## src/rtl/approx_arith_pkg.sv

```systemverilog
// Shared arithmetic definitions for the approximate adder/subtractor datapaths.
// Holds the default data width, the default approximate/exact split point and
// the full-adder cell functions, so every datapath uses one cell definition.
package approx_arith_pkg;

    localparam int unsigned DATA_W       = 18;
    localparam int unsigned APX_BITS_DEF = 9;

    typedef logic [DATA_W-1:0] data_t;

    // Carry out of a full-adder cell (majority of the three inputs).
    function automatic logic fa_cout(input logic a, input logic b, input logic c);
        return (a & b) | (a & c) | (b & c);
    endfunction

    // Sum bit of an exact full-adder cell.
    function automatic logic fa_exact_s(input logic a, input logic b, input logic c);
        return a ^ b ^ c;
    endfunction

    // Sum bit of the approximate cell: the inverted carry stands in for the sum.
    function automatic logic fa_apx_s(input logic a, input logic b, input logic c);
        return ~fa_cout(a, b, c);
    endfunction

endpackage

```

## src/rtl/rca_seg.sv

```systemverilog
// Combinational ripple-carry segment built from exact or approximate cells.
// Ports:
//   a    [N-1:0]  first operand slice
//   nb   [N-1:0]  second operand slice (already inverted for subtraction)
//   cin           carry into the lowest bit
//   s    [N-1:0]  segment sum
//   cout          carry out of the highest bit
// Parameter APX selects approximate cells (1) or exact cells (0).
module rca_seg
    import approx_arith_pkg::*;
#(
    parameter int unsigned N   = 1,
    parameter bit          APX = 1'b0
) (
    input  logic [N-1:0] a,
    input  logic [N-1:0] nb,
    input  logic         cin,
    output logic [N-1:0] s,
    output logic         cout
);

    logic c;

    // Ripple the carry LSB to MSB; the sum of each bit uses the incoming carry.
    always_comb begin
        s = '0;
        c = cin;
        for (int unsigned i = 0; i < N; i++) begin
            if (APX) begin
                s[i] = fa_apx_s(a[i], nb[i], c);
            end else begin
                s[i] = fa_exact_s(a[i], nb[i], c);
            end
            c = fa_cout(a[i], nb[i], c);
        end
        cout = c;
    end

endmodule

```

## src/rtl/approx_sub_pipe.sv

```systemverilog
// Two-stage pipelined approximate subtractor: D = A - B - Bin = A + ~B + ~Bin.
// Stage 1 ripples the APX_BITS LSBs with approximate cells; stage 2 ripples the
// MSBs with exact cells. Valid/ready handshake on both sides, 1 result/cycle.
// Build option: define APPROX_SUB_EXACT_LSB_EN to make the LSB segment exact
// (bit-exact golden subtractor); handshake, latency and ports are unchanged.
// Ports:
//   i_clk, i_rst_n   clock (rising edge), asynchronous active-low reset
//   i_valid/o_ready  input handshake; o_ready depends combinationally on i_ready
//   i_a, i_b, i_bin  minuend, subtrahend, borrow in
//   o_valid/i_ready  output handshake
//   o_d, o_bout      registered difference and borrow out
module approx_sub_pipe
    import approx_arith_pkg::*;
#(
    parameter int unsigned W        = DATA_W,
    parameter int unsigned APX_BITS = APX_BITS_DEF
) (
    input  logic         i_clk,
    input  logic         i_rst_n,
    input  logic         i_valid,
    output logic         o_ready,
    input  logic [W-1:0] i_a,
    input  logic [W-1:0] i_b,
    input  logic         i_bin,
    output logic         o_valid,
    input  logic         i_ready,
    output logic [W-1:0] o_d,
    output logic         o_bout
);

    localparam int unsigned MSB_W = W - APX_BITS;

`ifdef APPROX_SUB_EXACT_LSB_EN
    localparam bit LSB_APX = 1'b0;
`else
    localparam bit LSB_APX = 1'b1;
`endif

    logic                s1_valid_q, s1_valid_d;
    logic [APX_BITS-1:0] s1_lsb_q,   s1_lsb_d;
    logic                s1_c_q,     s1_c_d;
    logic [MSB_W-1:0]    s1_a_hi_q,  s1_a_hi_d;
    logic [MSB_W-1:0]    s1_nb_hi_q, s1_nb_hi_d;
    logic                s2_valid_q, s2_valid_d;
    logic [W-1:0]        d_q,        d_d;
    logic                bout_q,     bout_d;

    logic [APX_BITS-1:0] lsb_sum;
    logic                lsb_cout;
    logic [MSB_W-1:0]    msb_sum;
    logic                msb_cout;
    logic                s2_free;
    logic                s1_adv;
    logic                in_acc;

    // Stage 1 datapath: LSB segment straight from the inputs.
    rca_seg #(
        .N   (APX_BITS),
        .APX (LSB_APX)
    ) u_seg_lsb (
        .a    (i_a[APX_BITS-1:0]),
        .nb   (~i_b[APX_BITS-1:0]),
        .cin  (~i_bin),
        .s    (lsb_sum),
        .cout (lsb_cout)
    );

    // Stage 2 datapath: exact MSB segment from the stage-1 registers.
    rca_seg #(
        .N   (MSB_W),
        .APX (1'b0)
    ) u_seg_msb (
        .a    (s1_a_hi_q),
        .nb   (s1_nb_hi_q),
        .cin  (s1_c_q),
        .s    (msb_sum),
        .cout (msb_cout)
    );

    // Handshake: stage 2 frees up when empty or draining; stage 1 follows.
    assign s2_free = ~s2_valid_q | i_ready;
    assign s1_adv  = s1_valid_q & s2_free;
    assign o_ready = ~s1_valid_q | s2_free;
    assign in_acc  = i_valid & o_ready;

    // Next-state: data registers only load on a transfer into their stage.
    always_comb begin
        s1_valid_d = in_acc | (s1_valid_q & ~s1_adv);
        s1_lsb_d   = s1_lsb_q;
        s1_c_d     = s1_c_q;
        s1_a_hi_d  = s1_a_hi_q;
        s1_nb_hi_d = s1_nb_hi_q;
        s2_valid_d = s1_adv | (s2_valid_q & ~i_ready);
        d_d        = d_q;
        bout_d     = bout_q;

        if (in_acc) begin
            s1_lsb_d   = lsb_sum;
            s1_c_d     = lsb_cout;
            s1_a_hi_d  = i_a[W-1:APX_BITS];
            s1_nb_hi_d = ~i_b[W-1:APX_BITS];
        end

        if (s1_adv) begin
            d_d    = {msb_sum, s1_lsb_q};
            bout_d = ~msb_cout;
        end
    end

    always_ff @(posedge i_clk or negedge i_rst_n) begin
        if (!i_rst_n) begin
            s1_valid_q <= 1'b0;
            s1_lsb_q   <= '0;
            s1_c_q     <= 1'b0;
            s1_a_hi_q  <= '0;
            s1_nb_hi_q <= '0;
            s2_valid_q <= 1'b0;
            d_q        <= '0;
            bout_q     <= 1'b0;
        end else begin
            s1_valid_q <= s1_valid_d;
            s1_lsb_q   <= s1_lsb_d;
            s1_c_q     <= s1_c_d;
            s1_a_hi_q  <= s1_a_hi_d;
            s1_nb_hi_q <= s1_nb_hi_d;
            s2_valid_q <= s2_valid_d;
            d_q        <= d_d;
            bout_q     <= bout_d;
        end
    end

    assign o_valid = s2_valid_q;
    assign o_d     = d_q;
    assign o_bout  = bout_q;

endmodule

```

## config.mk

```make
export PLATFORM = sky130hd
export DESIGN_NAME = approx_sub_pipe
export DESIGN_NICKNAME = d
export VERILOG_FILES = /design/src/rtl/approx_arith_pkg.sv /design/src/rtl/rca_seg.sv /design/src/rtl/approx_sub_pipe.sv
export SDC_FILE = /design/constraint.sdc
export NUM_CORES = 1
export LEC_CHECK = 0
export ABC_CLOCK_PERIOD_IN_PS = 5370
export CORE_MARGIN = 1.5
export CORE_UTILIZATION = 30
export CTS_BUF_LIST = sky130_fd_sc_hd__clkbuf_16
export CTS_CLUSTER_SIZE = 28
export DETAILED_ROUTE_END_ITERATION = 10
export HOLD_SLACK_MARGIN = 0.02
export PLACE_DENSITY_LB_ADDON = 0.2
export RECOVER_POWER = 25
export SETUP_SLACK_MARGIN = 0.4
export SLEW_MARGIN = 10
export SYNTH_ARGS = -nofsm -noshare
export SYNTH_HDL_FRONTEND = slang
export SYNTH_SLANG_ARGS = --single-unit
```

## constraint.sdc

```tcl
create_clock -name i_clk -period 5.37 [get_ports i_clk]
set_input_delay 1.3425 -clock i_clk [delete_from_list [all_inputs] [get_ports i_clk]]
set_output_delay 1.3425 -clock i_clk [all_outputs]
set_load 0.1 [all_outputs]
```

==> summary.json <==
{
  "simple_gate_fraction_of_synth_area": {"value": 0.153},
  "post_synth_xor_area_fraction": {"value": 0},
  "hold_class": {"value": "flip-flop to flip-flop"},
  "multiplexer_area_fraction_after_synthesis": {"value": 0.0844},
  "clock_sinks": {"value": 49},
  "numCtsBuffers": {"value": 5},
  "result_of_the_run": {"value": "complete, but fails checks"},
  "postCtsHoldBufs": {"value": 0},
  "clock_latency": {"value": 0.28, "unit": "ns"},
  "timing.rr.end": {"value": "o_d[17]"},
  "synthesis.nets": {"value": 253},
  "hp-start": {"value": "s1_lsb_q[3]"},
  "report.final.setup_viol": {"value": 0},
  "grt_setup_unrepaired": {"value": "false"},
  "syn_inst": {"value": 203},
  "criticalPathCategory": {"value": "flip-flop to flip-flop"},
  "min_delay_worst_endpoint": {"value": "s1_lsb_q[3]"},
  "layout.nets": {"value": 315},
  "layout_commonest_cell": {"value": "clkdlybuf4s50_1"},
  "final_cell_count_no_fill": {"value": 365},
  "dr.first_iter.drc_count": {"value": 33},
  "ys_seq_elements": {"value": 49},
  "worst_r2r_path_depth": {"value": 12},
  "root_buffer": {"value": "clkbuf_16"},
  "post_synth_fa_ha_maj_area_fraction": {"value": 0.0977},
  "globalRouteTotalUtil": {"value": 0.117},
  "wire_per_inst": {"value": 12.2, "unit": "µm"},
  "maximum_number_of_pins_on_one_net_before_global_route_repair": {"value": 50},
  "min_hold_slack": {"value": 0.473, "unit": "ns"},
  "worst_setup_path_start_kind": {"value": "flip-flop"},
  "slew_violations": {"value": 50},
  "floorplan.initialDensity": {"value": 0.311},
  "initial_antenna_violation_count": {"value": 0},
  "worst_margin_pin_slew": {"value": 2.60, "unit": "ns"},
  "setup.reg_to_reg.worst_slack": {"value": 1.14, "unit": "ns"},
  "syn_area": {"value": 2270, "unit": "µm²"},
  "floorplan.die.width": {"value": 89.9, "unit": "µm"},
  "antenna_cells": {"value": 0},
  "mostFrequentLayoutCells": {"value": "clkdlybuf4s50_1 (59), nand2_1 (50), dfrtp_1 (49)"},
  "cts_resized": {"value": 0},
  "finalWeightedCongestion": {"value": 0.684},
  "area_growth": {"value": 37.1, "unit": "%"},
  "wl": {"value": 4.44, "unit": "mm"},
  "grt_pass1_vias": {"value": 1629},
  "place_area": {"value": 2970, "unit": "µm²"},
  "ys_types": {"value": 34},
  "grt-ovfl-total": {"value": 0},
  "slew_headroom": {"value": -0.735},
  "power_density": {"value": 492, "unit": "nW/µm²"},
  "multi_input_area": {"value": 972, "unit": "µm²"},
  "fp.dieArea": {"value": 8090, "unit": "µm²"},
  "synth_area_per_cell": {"value": 11.2, "unit": "µm²"},
  "leakagePower": {"value": 1.35, "unit": "nW"},
  "postLayoutCellArea": {"value": 3110, "unit": "µm²"},
  "drv.max_cap_violation_count": {"value": 1},
  "hpwl": {"value": 3.21, "unit": "mm"},
  "via_count": {"value": 1607},
  "reg2reg_from": {"value": "s1_a_hi_q[0]"},
  "drt_drc_violations_left": {"value": 0},
  "design.portCount": {"value": 62},
  "post_layout_min_period": {"value": 4.23, "unit": "ns"},
  "n_fill_cell": {"value": 750},
  "clk_transition_reported_paths": {"value": 0.06, "unit": "ns"},
  "finClkSkew": {"value": 0.00406, "unit": "ns"},
  "clock_h_tree_levels": {"value": 2},
  "max_clock_freq": {"value": 236, "unit": "MHz"},
  "min_period_over_period": {"value": 0.788},
  "cts.repair_timing.setup_buffer_count": {"value": 0},
  "die_h": {"value": 89.9, "unit": "µm"},
  "cp_data_arrival_time": {"value": 4.40, "unit": "ns"},
  "floorplan.rows": {"value": 31},
  "violations": {"value": "capacitance limit, slew limit"},
  "vdd_ir_drop_max": {"value": 0.000129, "unit": "V"},
  "layout-drive-gt1-share": {"value": 0.128},
  "register_area": {"value": 1230, "unit": "µm²"},
  "sequential_cell_area_fraction_in_the_yosys_report": {"value": 0.541},
  "cp_data_required_time": {"value": 5.54, "unit": "ns"},
  "synth_compound_area_frac": {"value": 0.0933},
  "first_pass_iters": {"value": 4},
  "combinational_family_with_the_most_area_after_synthesis": {"value": "simple AND/OR/NAND/NOR gates"},
  "core_area": {"value": 7290, "unit": "µm²"},
  "number_of_instances_on_the_worst_hold_path": {"value": 2},
  "path_max_fanout": {"value": 2},
  "clk_path_buf_depth": {"value": 2},
  "ant_nets": {"value": 0},
  "timing.final.hold_violations": {"value": 0},
  "fin_tns_setup": {"value": 0, "unit": "ns"},
  "crit_path_end_kind": {"value": "flip-flop"},
  "detail_route.vias_per_cell": {"value": 4.40},
  "dp_cells": {"value": 357},
  "tritoncts": {"value": "done"},
  "yosysWarnings": {"value": 0},
  "grt_first_pass_wirelength": {"value": 7.56, "unit": "mm"},
  "place.port_buffers": {"value": 61}
}
==> worst max-delay path, cell delays in order (launching register included) <==
cell and delay, ns:
dfrtp_1 0.36, inv_1 0.09, fa_1 0.19, inv_1 0.06, fa_1 0.37, fa_1 0.39
fa_1 0.39, fa_1 0.39, fa_1 0.39, fa_1 0.39, fa_1 0.40, fa_1 0.43
mux2_2 0.26
==> layout make-up <==
| type | instances | share of cell area |
|---|---|---|
| Multi-Input combinational cell | 137 | 0.313 |
| Tap cell | 99 | 0.0398 |
| Sequential cell | 49 | 0.394 |
| Timing Repair Buffer | 62 | 0.195 |
| Clock buffer | 5 | 0.0402 |
| Inverter | 10 | 0.0121 |
| Clock inverter | 3 | 0.00563 |
==> flip-flops by register name, summed over array words and instances, names as in the netlist <==
name	flops
o_bout	1
o_d	18
o_valid	1
s1_a_hi_q	9
s1_c_q	1
s1_lsb_q	9
s1_nb_hi_q	9
s1_valid_q	1
==> metrics by stage <==
| step | power, mW | util | worst slack (ns) |
|---|---|---|---|
| 6_report | 1.53 | 0.426 | 1.14 |
| 5_1_grt | 1.61 | 0.426 | 0.946 |
| 4_1_cts | 1.55 | 0.427 | 1.09 |
| 3_5_place_dp | 1.25 | 0.407 | 1.09 |
| 3_3_place_gp | 1.24 | 0.407 | 1.18 |
| 2_1_floorplan | 1.05 | - | 1.30 |
==> routing by layer <==
| layer | vias to the layer above | wire length [µm] | share of wire | track usage |
|---|---|---|---|---|
| met5 | - | 0 | 0 | 0 |
| met4 | 0 | 46 | 0.010 | 0.0397 |
| met3 | 4 | 237 | 0.053 | 0.0321 |
| met2 | 41 | 2190 | 0.49 | 0.197 |
| met1 | 765 | 1970 | 0.44 | 0.145 |
| li1 | 797 | - | - | - |
==> worst max path at each step <==
stage	cells past startpoint	start	slack, ns	endpoint
after global placement	12	s1_c_q	1.18	o_d[17]
after floorplan	12	s1_c_q	1.30	o_d[17]
final	12	s1_a_hi_q[0]	1.14	o_d[17]
after CTS	12	s1_a_hi_q[0]	1.09	o_d[17]
after detailed placement	12	s1_a_hi_q[0]	1.09	o_d[17]
after global routing	12	s1_c_q	0.95	o_d[17]
==> cells by family after synthesis <==
| group | count (synthesis) |
|---|---|
| flip-flops | 49 |
| multiplexers | 17 |
| buffers and inverters | 17 |
| AO/OA/AOI/OAI | 32 |
| AND/OR/NAND/NOR | 75 |
| adder cells (fa/ha/maj) | 13 |
==> where the power goes <==
part / switching (mW) / internal [mW] / leakage (nW)
combinational: 0.526 / 0.199 / 0.698
sequential: 0.0475 / 0.456 / 0.585
clock: 0.129 / 0.171 / 0.0712
==> cells in the mapped netlist <==
library cell	n	share of area
o21ai_2	1	0.0039
inv_1	10	0.017
nand2b_1	9	0.025
maj3_2	1	0.0050
nand2_2	1	0.0028
and3b_1	1	0.0039
a2bb2oi_1	1	0.0039
clkbuf_1	3	0.0050
o31ai_1	2	0.0066
maj3_1	3	0.013
a221oi_1	1	0.0039
a21oi_2	1	0.0039
mux2_2	17	0.084
and2_1	1	0.0028
a311oi_1	1	0.0039
o21ai_0	14	0.031
buf_2	4	0.0088
nand4b_1	1	0.0039
o211ai_2	1	0.0055
or2_2	1	0.0028
dfrtp_1	49	0.54
a22o_1	1	0.0039
nor2b_4	1	0.0061
nor2b_1	5	0.014
a21oi_1	4	0.0088
nand2_1	50	0.083
o211ai_1	1	0.0033
a211oi_2	1	0.0055
fa_1	9	0.079
nand3b_1	1	0.0033
o21ai_1	1	0.0022
a211oi_1	1	0.0033
nor2_1	4	0.0066
o221ai_1	1	0.0039
Note: power is estimated with default switching activity, not from simulation.
